`src/rtl/bin_to_gray_pkg.sv`:
```
// Shared helpers for the binary/Gray converter: generic encode/decode and popcount
// over a maximum-width word, plus the default converter width.
package bin_to_gray_pkg;

  localparam int MAX_W = 32;
  localparam int DEF_W = 4;

  typedef logic [MAX_W-1:0] word_t;

  function automatic word_t bin2gray(word_t b);
    return b ^ (b >> 1);
  endfunction

  // Narrower values are zero-extended, so the prefix XOR from the top is still exact.
  function automatic word_t gray2bin(word_t g);
    word_t b;
    logic  acc;
    b   = '0;
    acc = 1'b0;
    for (int i = MAX_W - 1; i >= 0; i--) begin
      acc  = acc ^ g[i];
      b[i] = acc;
    end
    return b;
  endfunction

  function automatic logic [5:0] popcount(word_t v);
    logic [5:0] n;
    n = '0;
    for (int i = 0; i < MAX_W; i++) begin
      n = n + 6'(v[i]);
    end
    return n;
  endfunction

endpackage

```
`src/rtl/bin_to_gray_gray_to_bin.sv`:
```
// Combinational WIDTH-generic Gray-to-binary decoder: each binary bit is the XOR
// of all Gray bits at or above it.
module gray_to_bin
  import bin_to_gray_pkg::*;
#(
  parameter int WIDTH = DEF_W
) (
  input  logic [WIDTH-1:0] gray,
  output logic [WIDTH-1:0] bin
);

  logic acc;

  always_comb begin
    bin = '0;
    acc = 1'b0;
    for (int i = WIDTH - 1; i >= 0; i--) begin
      acc    = acc ^ gray[i];
      bin[i] = acc;
    end
  end

endmodule

```
`src/rtl/bin_to_gray.sv`:
```
// Registered binary-to-Gray converter with round-trip decode and a single-step
// monitor that flags unit binary steps whose Gray codes differ in other than one bit.
module bin_to_gray
  import bin_to_gray_pkg::*;
#(
  parameter int WIDTH = DEF_W
) (
  input  logic             clk,
  input  logic             rst_n,
  input  logic             in_valid,
  input  logic [WIDTH-1:0] bin,
  output logic             out_valid,
  output logic [WIDTH-1:0] gray,
  output logic [WIDTH-1:0] bin_back,
  output logic             step_err
);

  logic [WIDTH-1:0] gray_p0;
  logic [WIDTH-1:0] bin_back_p0;
  word_t            diff_p0;
  logic             unit_step_p0;
  logic             err_p0;

  logic [WIDTH-1:0] gray_p1;
  logic [WIDTH-1:0] bin_back_p1;
  logic             vld_p1;
  logic             err_p1;

  // History of the last accepted sample; gray_p1 doubles as the previous Gray code.
  logic [WIDTH-1:0] prev_bin;
  logic             has_prev;

  // ---- stage p0: encode, decode and step check (combinational) ----
  always_comb begin
    gray_p0 = bin ^ (bin >> 1);
  end

  gray_to_bin #(
    .WIDTH(WIDTH)
  ) u_gray_to_bin (
    .gray(gray_p0),
    .bin (bin_back_p0)
  );

  always_comb begin
    diff_p0      = word_t'(gray_p0 ^ gray_p1);
    unit_step_p0 = (bin == prev_bin + WIDTH'(1)) || (bin == prev_bin - WIDTH'(1));
    err_p0       = in_valid && has_prev && unit_step_p0 && (popcount(diff_p0) != 6'd1);
  end

  // ---- stage p1: output and history registers ----
  always_ff @(posedge clk or negedge rst_n) begin
    if (!rst_n) begin
      vld_p1      <= 1'b0;
      err_p1      <= 1'b0;
      gray_p1     <= '0;
      bin_back_p1 <= '0;
      prev_bin    <= '0;
      has_prev    <= 1'b0;
    end else begin
      vld_p1 <= in_valid;
      err_p1 <= err_p0;
      if (in_valid) begin
        gray_p1     <= gray_p0;
        bin_back_p1 <= bin_back_p0;
        prev_bin    <= bin;
        has_prev    <= 1'b1;
      end
    end
  end

  assign out_valid = vld_p1;
  assign gray      = gray_p1;
  assign bin_back  = bin_back_p1;
  assign step_err  = err_p1;

endmodule

```
`config.mk`:
```
export PLATFORM = sky130hd
export DESIGN_NAME = bin_to_gray
export DESIGN_NICKNAME = d
export VERILOG_FILES = /design/src/rtl/bin_to_gray_pkg.sv /design/src/rtl/bin_to_gray_gray_to_bin.sv /design/src/rtl/bin_to_gray.sv
export SDC_FILE = /design/constraint.sdc
export NUM_CORES = 1
export LEC_CHECK = 0
export ABC_AREA = 0
export CORE_ASPECT_RATIO = 0.9
export CORE_UTILIZATION = 45
export DETAILED_ROUTE_END_ITERATION = 8
export GPL_ROUTABILITY_DRIVEN = 0
export PLACE_DENSITY = 0.71
export SYNTH_ARGS = -nofsm -noshare
export SYNTH_HDL_FRONTEND = slang
export SYNTH_HIERARCHICAL = 1
export SYNTH_SLANG_ARGS = --single-unit
export TNS_END_PERCENT = 5
```
`constraint.sdc`:
```
create_clock -name clk -period 2.3 [get_ports clk]
set_input_delay 0.46 -clock clk [delete_from_list [all_inputs] [get_ports clk]]
set_output_delay 0.46 -clock clk [all_outputs]
set_load 0.03 [all_outputs]
```
==> reports/metrics.yaml <==
worst_pin_slew_ns: 0.6281
initialDrtViolationCount: 1
finalWirelength_microns: 1392
portBuffers: 16
cp.required_ns: 2.51
rsz0062_at_grt: "false"
hp-start: "has_prev$_DFFE_PN0P_"
cts-buffers-inserted: 3
grt_overflow_total: 0
p_total_mw: 0.8435
fillers: 137
place_area_sq_mm: 0.001074
startpoint_type: "input pin"
crit_arrival_ns: 2.34
antenna_found_initial: 0
floorplan.rows: 14
min_period_over_period: 0.9286
die_w_microns: 47.16
cts_tree: "yes"
grt_use_met3: 0.07759
nNetsFinal: 108
ys_ff_latch: 14
grt_pass1_vias: 568
drc: 0
grt_usage: 0.1854
root_buffer: "clkbuf_4"
met1_usage: 0.2661
worstRegToRegCells: 9
hold_class: "reg -> reg"
multi_input_area_sq_um: 464.2
cts_sinks: 14
timing.fmax_ghz: 0.4682
period_minus_slack_ns: 2.136
stdcell_area_sq_mm: 0.001115
setup.worst_path.end: "step_err$_DFF_PN0_"
async_reset_ff_frac: 1.000
first_pass_iters: 2
clock_latency_ns: 0.28
status: "finished, final reports clean"
report.final.slew_viol_count: 0
vias_per_cell: 4.613
slew_headroom: 0.5799
regArea_sq_um: 350.3
synth-edff-count: 0
io_pins: 17
syn_area_per_cell_sq_um: 11.47
grt_most_used_layer: "met2"
wl_per_cell_microns: 11.70
setup_slack_ns: 0.1642
ir_worst_vdd_v: 0.0004943
pre_cts_slack_ns: -0.5888
p_leak_nw: 0.4988
synth_warnings: 6
setup_viol_count_final: 0
crit_fanout: 3
drive_above_1_share: 0.3474
power_density_mw_per_mm2: 756.7
synth_nets: 84
areaGrowthSynthToFinish_pct: 35.00
reg2reg_to: "step_err$_DFF_PN0_"
ys_types: 23
finClkSkew_ns: 0.002764
r2r_slack_ns: 0.26
clkTransAtPathRegs_ns: 0.08
grt_pass1_wl_microns: 2553
dieArea_sq_mm: 0.002011
vias: 549
die_h_microns: 42.64
grt_start_max_net_pins: 18
maxCapViolations: 0
synthCells: 72
synthFlopType: "dfrtp_1"
worstSetupStartpoint: "bin[1]"
initial_utilization: 0.4860
h-tree-depth: 1
worstReg2RegStart: "gray[1]$_DFFE_PN0P_"
gr-usage-met2: 0.2722
yosysSeqAreaShare: 0.4242
syn_area_sq_um: 825.8
hold_viol: 0
drtAntennaViolNets: 0
crit_type: "in -> reg"
cts.path.max_buffers: 2
critPathCaptureType: "flop"
fp.coreArea_sq_mm: 0.001699
post-dp-hpwl_microns: 1078
antenna_cells: 0
==> what timing repair did <==
item | CTS | global route
gates resized for setup | 10 | 5
pin swaps | 4 | 5
endpoints found under the setup margin | 1 | 1
buffers inserted | 0 | 1
hold buffers | 0 | 0
==> area by class of cell <==
type | instances | share of cell area
timing repair buffer | 25 | 0.1930
clock buffer | 4 | 0.03255
sequential | 14 | 0.3143
tap | 24 | 0.02694
multi-input combinational | 47 | 0.4164
inverter | 5 | 0.01684
==> kinds of logic (layout without fill, tap and decap cells) <==
logic type,Yosys count,in the layout,synth area share
XOR/XNOR,17,17,0.1985
flip-flops,14,14,0.4242
AND/OR/NAND/NOR,12,12,0.07727
buffers and inverters,11,34,0.06666
multiplexers,8,8,0.1091
adder cells (fa/ha/maj),5,5,0.08485
AO/OA/AOI/OAI,5,5,0.03939
==> Yosys cell counts (2+ instances only) <==
library cell	instances	area, sq um
buf_2	2	10.01
buf_4	3	22.52
dfrtp_1	14	350.3
ha_1	4	50.05
inv_1	5	18.77
mux2_2	8	90.09
nand2_1	4	15.01
nor2_1	3	11.26
o21ai_0	2	10.01
xnor2_1	8	70.07
xor2_1	7	61.31
==> registers in the layout (all words and copies together) (netlist names) <==
signal and flops:
has_prev 1, step_err 1, prev_bin 4, out_valid 1
gray 3, bin_back 4
==> per-layer routing <==
metal	wire length, microns	part of all wire	up-vias
met1	647	0.46	259
met5	0	0	-
met4	0	0	0
met3	71	0.051	0
li1	-	-	280
met2	672	0.48	10
==> how the worst min path moves through the flow <==
stage / to / slack (ns) / cells past startpoint
3_5_place_dp: has_prev$_DFFE_PN0P_ / 0.47 / 1
4_1_cts: has_prev$_DFFE_PN0P_ / 0.49 / 1
5_1_grt: has_prev$_DFFE_PN0P_ / 0.52 / 1
3_3_place_gp: has_prev$_DFFE_PN0P_ / 0.46 / 1
2_1_floorplan: bin_back[0]$_DFFE_PN0P_ / 0.16 / 0
6_report: has_prev$_DFFE_PN0P_ / 0.48 / 1
==> stage by stage <==
stage | TNS (ns) | util | instances | hold WS, ns
after floorplan | -0.002206 | - | 72 | 0.1644
final | 0 | 0.6561 | 119 | 0.4822
after global placement | -0.6047 | 0.6318 | 115 | 0.4612
after detailed placement | -0.7458 | 0.6318 | 115 | 0.4672
after global routing | 0 | 0.6561 | 119 | 0.5176
after CTS | 0 | 0.6605 | 119 | 0.4891
==> critical path, stage by stage <==
cell	delay, ns
buf_2	0.15
xor2_4	0.20
xnor2_2	0.14
fa_1	0.54
inv_1	0.04
ha_2	0.17
ha_1	0.27
nor2_1	0.04
nand2_1	0.05
nand4_1	0.09
nor3b_2	0.19
==> power breakdown <==
group | switching, mW | leakage (nW) | internal, mW | total [mW]
registers | 0.0262 | 0.163 | 0.281 | 0.308
clock network | 0.0798 | 0.0210 | 0.0963 | 0.176
logic | 0.183 | 0.315 | 0.177 | 0.360
total | 0.289 | 0.499 | 0.555 | 0.844
==> layout by cell type (no fill, tap or decap) <==
cell             count
dfrtp_1             14
clkdlybuf4s50_1     12
buf_4                9
mux2_2               8
xnor2_1              6
inv_1                5
xor2_1               5
nand2_1              4
xnor2_2              3
nor2_1               3
ha_1                 3
clkbuf_4             3
xor2_2               2
o21ai_0              2
clkbuf_2             2
xor2_4               1
nor3b_1              1
a311oi_1             1
nand4_1              1
nand3_1              1
o311ai_1             1
nor3b_2              1
a21oi_1              1
or2_2                1
fa_1                 1
ha_2                 1
clkbuf_8             1
buf_2                1
dlymetal6s2s_1       1
No activity file was read; power rests on OpenSTA's default activity.
